===== config.mk =====
export PLATFORM = sky130hd
export DESIGN_NAME = instruction_prefetch_queue
export DESIGN_NICKNAME = d
export VERILOG_FILES = /design/src/rtl/instruction_prefetch_queue.sv
export SDC_FILE = /design/constraint.sdc
export NUM_CORES = 1
export LEC_CHECK = 0
export ABC_AREA = 1
export CAP_MARGIN = 20
export CORE_MARGIN = 8
export CORE_UTILIZATION = 45
export CTS_BUF_LIST = sky130_fd_sc_hd__clkbuf_4 sky130_fd_sc_hd__clkbuf_8 sky130_fd_sc_hd__clkbuf_16
export DETAILED_ROUTE_END_ITERATION = 10
export GPL_ROUTABILITY_DRIVEN = 0
export PLACE_DENSITY = 0.63
export SYNTH_ARGS = -nofsm -noshare
export SYNTH_HDL_FRONTEND = slang
export SYNTH_SLANG_ARGS = --single-unit

===== constraint.sdc =====
create_clock -name f_clk -period 29.3 [get_ports f_clk]
set_clock_uncertainty 0.05 [all_clocks]
set_input_delay 8.79 -clock f_clk [delete_from_list [all_inputs] [get_ports f_clk]]
set_output_delay 8.79 -clock f_clk [all_outputs]
set_load 0.03 [all_outputs]

===== src/rtl/instruction_prefetch_queue.sv =====
`default_nettype none
// ============================================================================
// Module   : instruction_prefetch_queue
// Purpose  : Sequential instruction prefetch stage. Issues one outstanding
//            request at a time on a syn/ack bus and stores responses in a
//            DEPTH-entry show-ahead FIFO. A redirect (f_change_pc) flushes
//            the FIFO and squashes any response still in flight.
// Ports    : f_clk/f_rst           clock, asynchronous active-high reset
//            f_i_ce                fetch enable (gates new requests only)
//            f_o_syn/f_o_addr_instr request valid / address (held until ack)
//            f_i_ack/f_i_instr     response valid / data
//            f_i_last              response marks end of program -> halt
//            f_change_pc/f_alu_pc_value  redirect strobe / target
//            f_o_ce/f_o_instr/f_pc head valid / instruction / its address
//            f_i_stall             downstream hold (no dequeue)
//            f_o_count/f_o_halted  FIFO occupancy / halted-by-last flag
// Revision : 1.0  initial release
// ============================================================================
module instruction_prefetch_queue #(
  parameter int                IWIDTH   = 32,
  parameter int                PC_WIDTH = 32,
  parameter int                DEPTH    = 4,
  parameter int                PC_STEP  = 4,
  parameter logic [PC_WIDTH-1:0] RESET_PC = '0
) (
  input  logic                         f_clk,
  input  logic                         f_rst,
  input  logic                         f_i_ce,
  output logic                         f_o_syn,
  output logic [PC_WIDTH-1:0]          f_o_addr_instr,
  input  logic                         f_i_ack,
  input  logic [IWIDTH-1:0]            f_i_instr,
  input  logic                         f_i_last,
  input  logic                         f_change_pc,
  input  logic [PC_WIDTH-1:0]          f_alu_pc_value,
  output logic                         f_o_ce,
  output logic [IWIDTH-1:0]            f_o_instr,
  output logic [PC_WIDTH-1:0]          f_pc,
  input  logic                         f_i_stall,
  output logic [$clog2(DEPTH+1)-1:0]   f_o_count,
  output logic                         f_o_halted
);

  localparam int PTR_W = $clog2(DEPTH);
  localparam int CNT_W = $clog2(DEPTH+1);

  localparam logic [CNT_W-1:0]    C_DEPTH = CNT_W'(DEPTH);
  localparam logic [PC_WIDTH-1:0] C_STEP  = PC_WIDTH'(PC_STEP);

  localparam logic [1:0] S_IDLE = 2'd0;
  localparam logic [1:0] S_REQ  = 2'd1;
  localparam logic [1:0] S_HALT = 2'd2;

  // Fetch control state
  logic [1:0]          r_state;
  logic                r_syn;
  logic [PC_WIDTH-1:0] r_addr;
  logic [PC_WIDTH-1:0] r_fetch_pc;
  logic                r_drop;
  logic                r_halted;

  // FIFO storage
  logic [IWIDTH-1:0]   r_mem_instr [DEPTH];
  logic [PC_WIDTH-1:0] r_mem_pc    [DEPTH];
  logic [PTR_W-1:0]    r_wptr;
  logic [PTR_W-1:0]    r_rptr;
  logic [CNT_W-1:0]    r_count;

  logic                w_deq;
  logic                w_ack;
  logic                w_push;
  logic [CNT_W-1:0]    w_count_next;
  logic                w_issue_idle;
  logic                w_issue_next;
  logic [PC_WIDTH-1:0] w_pc_inc;

  assign w_deq  = (r_count != '0) && !f_i_stall;
  assign w_ack  = (r_state == S_REQ) && f_i_ack;
  // A squashed response (drop pending, or redirect at the same edge) is never stored.
  assign w_push = w_ack && !r_drop && !f_change_pc;

  assign w_count_next = r_count + {{(CNT_W-1){1'b0}}, w_push}
                                - {{(CNT_W-1){1'b0}}, w_deq};

  // From IDLE the decision uses current occupancy; on an ack it uses the
  // occupancy after this edge's push/pop so back-to-back issue can never
  // overrun the FIFO.
  assign w_issue_idle = f_i_ce && (r_count < C_DEPTH);
  assign w_issue_next = f_i_ce && (w_count_next < C_DEPTH);
  assign w_pc_inc     = r_fetch_pc + C_STEP;

  // --------------------------------------------------------------------------
  // FIFO: redirect clears it and suppresses that edge's enqueue/dequeue.
  // --------------------------------------------------------------------------
  always_ff @(posedge f_clk or posedge f_rst) begin
    if (f_rst) begin
      r_wptr  <= '0;
      r_rptr  <= '0;
      r_count <= '0;
      for (int i = 0; i < DEPTH; i++) begin
        r_mem_instr[i] <= '0;
        r_mem_pc[i]    <= '0;
      end
    end else if (f_change_pc) begin
      r_wptr  <= '0;
      r_rptr  <= '0;
      r_count <= '0;
    end else begin
      if (w_push) begin
        r_mem_instr[r_wptr] <= f_i_instr;
        r_mem_pc[r_wptr]    <= r_addr;
        r_wptr              <= r_wptr + 1'b1;
      end
      if (w_deq) begin
        r_rptr <= r_rptr + 1'b1;
      end
      r_count <= w_count_next;
    end
  end

  // --------------------------------------------------------------------------
  // Request FSM
  // --------------------------------------------------------------------------
  always_ff @(posedge f_clk or posedge f_rst) begin
    if (f_rst) begin
      r_state    <= S_IDLE;
      r_syn      <= 1'b0;
      r_addr     <= '0;
      r_fetch_pc <= RESET_PC;
      r_drop     <= 1'b0;
      r_halted   <= 1'b0;
    end else if (f_change_pc) begin
      r_fetch_pc <= f_alu_pc_value;
      r_halted   <= 1'b0;
      case (r_state)
        S_REQ: begin
          if (f_i_ack) begin
            // Response arrives with the redirect: discard it and restart
            // from the new target on a later cycle.
            r_syn   <= 1'b0;
            r_drop  <= 1'b0;
            r_state <= S_IDLE;
          end else begin
            // Old request stays on the bus; its response will be discarded.
            r_drop <= 1'b1;
          end
        end
        S_HALT:  r_state <= S_IDLE;
        default: r_state <= S_IDLE;
      endcase
    end else begin
      case (r_state)
        S_IDLE: begin
          if (w_issue_idle) begin
            r_syn      <= 1'b1;
            r_addr     <= r_fetch_pc;
            r_fetch_pc <= w_pc_inc;
            r_state    <= S_REQ;
          end
        end
        S_REQ: begin
          if (f_i_ack) begin
            if (!r_drop && f_i_last) begin
              r_syn    <= 1'b0;
              r_halted <= 1'b1;
              r_state  <= S_HALT;
            end else begin
              r_drop <= 1'b0;
              if (w_issue_next) begin
                r_addr     <= r_fetch_pc;
                r_fetch_pc <= w_pc_inc;
              end else begin
                r_syn   <= 1'b0;
                r_state <= S_IDLE;
              end
            end
          end
        end
        S_HALT: begin
        end
        default: begin
          r_syn   <= 1'b0;
          r_state <= S_IDLE;
        end
      endcase
    end
  end

  assign f_o_syn        = r_syn;
  assign f_o_addr_instr = r_addr;
  assign f_o_ce         = (r_count != '0);
  assign f_o_instr      = r_mem_instr[r_rptr];
  assign f_pc           = r_mem_pc[r_rptr];
  assign f_o_count      = r_count;
  assign f_o_halted     = r_halted;

endmodule
`default_nettype wire

; Word-level counts from Yosys, hierarchy flattened
; Index checks and enable logic that the tools add are counted.
[op_classes]
n_lt_le_gt_ge = 5
add_sub_neg = 5
eq_ne = 15
mux = 52
n_reduce_logical = 27
bitwise = 3
[ops]
columns = operator, n
row1 = $mux W32, 14
row2 = $bwmux W128, 2
row3 = $bmux W32 S2, 2
row4 = $pmux W32 S2, 2
row5 = $demux W32 S2, 1
row6 = $add A32 B3 Y32 const B, 1
row7 = $mux W2, 11
row8 = $mux W1, 17
row9 = $ne A2 B2 Y1 const B, 7
row10 = $ne A3 B3 Y1 const B, 4
row11 = $reduce_and A6 Y1, 2
row12 = $reduce_bool A2 Y1, 6
row13 = $logic_and A1 B1 Y1, 8
row14 = $ge A3 B3 Y1 const B, 2
row15 = $lt A3 B3 Y1 const B, 2
row16 = $not A2 Y3, 2
row17 = $pmux W2 S3, 1
row18 = $reduce_and A3 Y1, 2
row19 = $reduce_bool A3 Y1, 2
row20 = $reduce_and A5 Y1, 1
row21 = $add A2 B1 Y2 const B, 2
row22 = $ne A4 B3 Y1 const B, 1
row23 = $reduce_and A4 Y1, 1
row24 = $add A3 B1 Y3, 1
row25 = other kinds (11), 13
[totals]
register_bits = 332

; Logic depth before layout (Yosys ltp)
[depth]
depth_word = 13
depth_mapped = 21

; Worst setup path before layout
; Ideal clock, no wire load.
[synth_path]
kind = input -> register
start = input f_i_ack
end = register r_addr[30] (netlist: f_o_addr_instr[30])
t_required_ns = 29.122
setup_slack_ns = 18.345
path_buffers = 2
arrival_time_ns = 10.778
stages = 18
cell_sequence = inv_1 nor2_2 inv_2 nor2_4 nand2_2 ha_1 inv_1 ha_1 inv_1 fa_1 nand3_1 nand3_1 nand2_1 nand2_1 nor2_4 buf_6 buf_6 o21ai_0
[synth_between]
elab_chain_len = 9
[synth_lines]
columns = element, line
row1 = start: declaration, 31  ; input logic f_i_ack,
row2 = $logic_and A1 B1 Y1, 78  ; assign w_ack = (r_state == S_REQ) && f_i_ack;
row3 = $logic_and A1 B1 Y1 (2 in a row), 80  ; assign w_push = w_ack && !r_drop && !f_change_pc;
row4 = $add A3 B1 Y3, 82  ; assign w_count_next = r_count + {{(CNT_W-1){1'b0}}, w_push}
row5 = $sub A3 B1 Y3, 83  ; - {{(CNT_W-1){1'b0}}, w_deq};
row6 = $lt A3 B3 Y1, 89  ; assign w_issue_next = f_i_ce && (w_count_next < C_DEPTH);
row7 = $logic_and A1 B1 Y1, 89
row8 = $ne A2 B2 Y1 (no source line), -
row9 = $reduce_and A6 Y1 (no source line) *, -
row10 = end signal: assignment, 156  ; r_addr <= r_fetch_pc;
row11 = end signal: assignment, 170  ; r_addr <= r_fetch_pc;
row12 = end: declaration, 57  ; logic [PC_WIDTH-1:0] r_addr;
; Every way passes the cells marked *; elsewhere a longest branch is shown, timed or not.
; A chain may end at the register's enable or synchronous reset.

; Worst setup path after layout
[layout_path]
start = register r_rptr[1]
end = output f_o_instr[13]
[layout_between]
elab_chain_len = 4
[layout_lines]
columns = element, line
row1 = start: declaration, 66  ; logic [PTR_W-1:0] r_rptr;
row2 = start signal: assignment, 115  ; r_rptr <= r_rptr + 1'b1;
row3 = $not A2 Y3 (not written as such), 192  ; assign f_o_instr = r_mem_instr[r_rptr];
row4 = $bmux W32 S2, 192
row5 = $mux W32 (not written as such) (2 in a row), 192
row6 = end: declaration, 37  ; output logic [IWIDTH-1:0] f_o_instr,
; No other way between the ends. The select of a mux whose other input is x is not followed.

==> results_tabular.tex <==
\begin{tabular}{lr}
\hline
Metric & Value \\
\hline
\multicolumn{2}{l}{\textbf{Setup path}} \\
Worst setup EP type & output pin \\
Cell class contributing the biggest share of worst-path delay & buffers and inverters \\
Largest fanout on the critical path & between 60 and 70 \\
Worst path max stage delay & around 0.75 ns \\
CP most frequent cell & buf\_4 \\
Worst setup path category & register to output pin \\
Worst path bufs/invs & 4 \\
Crit path DAT & between 3 and 4 ns \\
Worst-path cell chain & buf\_4 > inv\_2 > buf\_4 > o21ai\_0 > o22ai\_1 > clkdlybuf4s50\_1 \\
Crit start category & register \\
Endpoint required time on the critical path & 20.46 ns \\
Crit path max-delay cell type & clkdlybuf4s50\_1 \\
\multicolumn{2}{l}{\textbf{Global routing}} \\
Initial antenna violation count & 0 \\
Global-route wire length before repair & $\sim$65 mm \\
GRT Total Usage & between 20\% and 30\% \\
Vias in the first global route & approximately 12,000 \\
Grt total ovfl & 0 \\
Pin count of the biggest net entering global routing & between 100 and 150 \\
\multicolumn{2}{l}{\textbf{Routing}} \\
Antenna Violating Nets Remaining & 0 \\
Post-DR vias/cell & approximately 5.3 \\
Routed len/inst & roughly 17 um \\
Number of DRC violations after detailed-routing iteration 0 & between 1,000 and 1,500 \\
Total length of routed wires & 39.7 mm \\
Total number of vias & 12,566 \\
Post-detailed-route DRC marker count & 0 \\
Router iterations before antenna repair & 5 \\
\multicolumn{2}{l}{\textbf{Floorplanning}} \\
Die area & 39,400 um\^{}2 \\
Num ports & 173 \\
Standard-cell rows & 67 \\
Initial cell density of the core & a little under half \\
Die X & 199 um \\
Area inside the core boundary & $\sim$33,000 um\^{}2 \\
Die height & between 150 and 200 um \\
\multicolumn{2}{l}{\textbf{Logic synthesis}} \\
Synthesized instance count & approximately 1,800 \\
Number of library cell types mapped by synthesis & 32 \\
Ys Warns & 0 \\
Nets in the synthesized netlist & 1,871 \\
Compound-cell area share of the yosys netlist & 17.2\% \\
Post-synthesis share of cell area spent on full adders, half adders and majority gates & less than 1\% \\
Sequential cell area fraction in the yosys report & between 50\% and 60\% \\
Mux contribution to synthesized area & 0\% \\
Flip-flop and latch count after synthesis & around 330 \\
Area share of xor/xnor cells in the synthesized design & less than 1\% \\
Post-synthesis average cell area & about 8.4 um\^{}2 \\
Main combinational cell family by area after synthesis & simple AND/OR/NAND/NOR gates \\
Basic-gate share of the synthesized area counting and, or, nand and nor cells & between 10\% and 20\% \\
Synthesized area & 15,000 um\^{}2 \\
\multicolumn{2}{l}{\textbf{CTS}} \\
\# clock sinks & roughly 330 \\
Root buffer selected by CTS & clkbuf\_16 \\
CTS tree & built \\
Worst-skew pair later-pin latency & $\sim$0.52 ns \\
Cts bufs inserted & 38 \\
Hold Buf Count CTS & 0 \\
Clock-pin transition on the worst setup and hold timing paths & 0.06 ns \\
Number of gates resized after cts & 0 \\
Post CTS Setup Buffer Count & 0 \\
CTS max path bufs & 3 \\
CTS H-tree depth & 2 \\
\multicolumn{2}{l}{\textbf{Cells and area}} \\
Storage cell area & 8310 um\^{}2 \\
Most frequent standard cell in the layout excluding fill and tap cells & nand2\_1 \\
Number of nets in the final layout & between 1,500 and 2,000 \\
Number of antenna cells inserted & 0 \\
Most used cells in the layout excluding fill and tap cells & nand2\_1 (434), dfrtp\_1 (330), o21ai\_1 (263) \\
Signed area change from the synthesized netlist to the final layout & 21.3\% \\
Share of post-route cells with drive strength above 1 & 5.39\% \\
Filler Cells Inserted & 3,135 \\
Multi-input logic area & 5710 um\^{}2 \\
\multicolumn{2}{l}{\textbf{STA}} \\
Sum of negative setup slack & 0 ns \\
Share of the cycle needed by the critical path after routing & between 40\% and 50\% \\
Post-route minimum period & $\sim$12 ns \\
Max-slew headroom & 37.8\% \\
Peak clock frequency supported by timing & between 80 and 90 MHz \\
Final Hold Viols & 0 \\
Final worst slack & 16.94 ns \\
Number of endpoints failing setup at the final stage & 0 \\
Final count of pins violating max slew & 0 \\
Tightest Pin Transition & between 0.9 and 1 ns \\
Setup repair after global routing missed its margin & no \\
\multicolumn{2}{l}{\textbf{Placement}} \\
HPWL reported at the end of detailed placement & 24.1 mm \\
Port Buf Inserts & $\sim$170 \\
Setup slack at placement & 17.02 ns \\
\multicolumn{2}{l}{\textbf{Outcome}} \\
Outcome & complete, no violations \\
\multicolumn{2}{l}{\textbf{Power and ir drop}} \\
Worst IR drop on VDD & around 0.07 mV \\
Leakage component of the power & 0.00840 uW \\
Total power density per cell area & around 100 nW/um\^{}2 \\
\multicolumn{2}{l}{\textbf{Hold path}} \\
Hold WC Path Type & register to register \\
\multicolumn{2}{l}{\textbf{Job}} \\
Max capacitance violation total & 0 \\
\hline
\end{tabular}
==> kinds of logic after synthesis <==
logic type	Yosys count
buf+inv	227
compound gates	494
flops	332
simple gates	717
xor+xnor	14
fa+ha+maj	8
==> worst paths after layout <==
kind	startpoint	slack, ns	cells after the start	endpoint
setup / recovery	r_rptr[1]	16.94	6	f_o_instr[13]
hold / removal	f_o_syn	0.43	2	f_o_syn
setup reg to reg	f_o_count[1]	25.80	15	f_o_addr_instr[2]
hold reg to reg	f_o_syn	0.43	2	f_o_syn
max in group asynchronous	f_rst	18.02	4	r_rptr[0]
min in group asynchronous	f_rst	8.81	2	r_mem_instr[96]
==> area by class of cell <==
cell class | count | share of cell area [%]
timing repair buffer | 189 | 10.4
tap | 448 | 3.08
clock buffer | 56 | 6.43
multi-input combinational | 1233 | 31.4
clock inverter | 10 | 0.709
sequential | 332 | 45.7
inverter | 108 | 2.28
==> flip-flops by register name (all words and copies together) (netlist names) <==
name and cells:
f_o_syn 1, r_wptr 2, r_state 2, r_fetch_pc 32, r_mem_instr 128, f_o_addr_instr 32
r_rptr 2, f_o_halted 1, f_o_count 3, r_drop 1, r_mem_pc 128
==> worst min-delay path, delay by kind of cell, from the launching register on <==
kind          cells  cell delay, ns
flops             1            0.34
simple gates      2            0.10
==> stage by stage <==
| stage | utilization, % | area (um^2) | hold slack (ns) | total power (uW) | cells |
|---|---|---|---|---|---|
| finish | 54.8 | 18200 | 0.430 | 1900 | 2376 |
| global route | 54.8 | 18200 | 0.444 | 2010 | 2376 |
| CTS | 54.6 | 18100 | 0.432 | 1910 | 2374 |
| detailed placement | 50.7 | 16800 | 0.412 | 1420 | 2308 |
| global placement | 50.7 | 16800 | 0.414 | 1410 | 2308 |
| floorplan | - | 15000 | 0.392 | 1120 | 1792 |
==> synth_stat cells (all sizes together) <==
master / n / area (um^2)
o21a: 1 / 7.51
xnor2: 7 / 61.3
o21bai: 3 / 22.5
a21oi: 3 / 15.0
a31oi: 1 / 6.26
dfrtp: 332 / 8310
nand2: 440 / 1660
a21o: 3 / 22.5
inv: 108 / 405
ha: 7 / 87.6
o21ai: 418 / 2090
nand3b: 3 / 22.5
fa: 1 / 20.0
xor2: 7 / 61.3
o22ai: 64 / 400
a22o: 1 / 8.76
buf: 68 / 404
nand4: 6 / 37.5
clkbuf: 51 / 191
nor3: 2 / 10.0
nand3: 90 / 450
nor3b: 1 / 12.5
nor2: 174 / 681
or2: 1 / 6.26
==> layer usage <==
layer	global-route usage, %	part of all wire [%]	up-vias
li1	-	-	6126
met1	28.5	46	6011
met2	32.1	45	375
met3	4.11	6.7	54
met4	5.19	1.8	0
met5	0	0	-
==> power by group <==
| group | switching, uW | internal (uW) |
|---|---|---|
| combinational | 475 | 280 |
| sequential | 87.3 | 567 |
| clock | 183 | 303 |
Power figures use the tool's default switching activity.
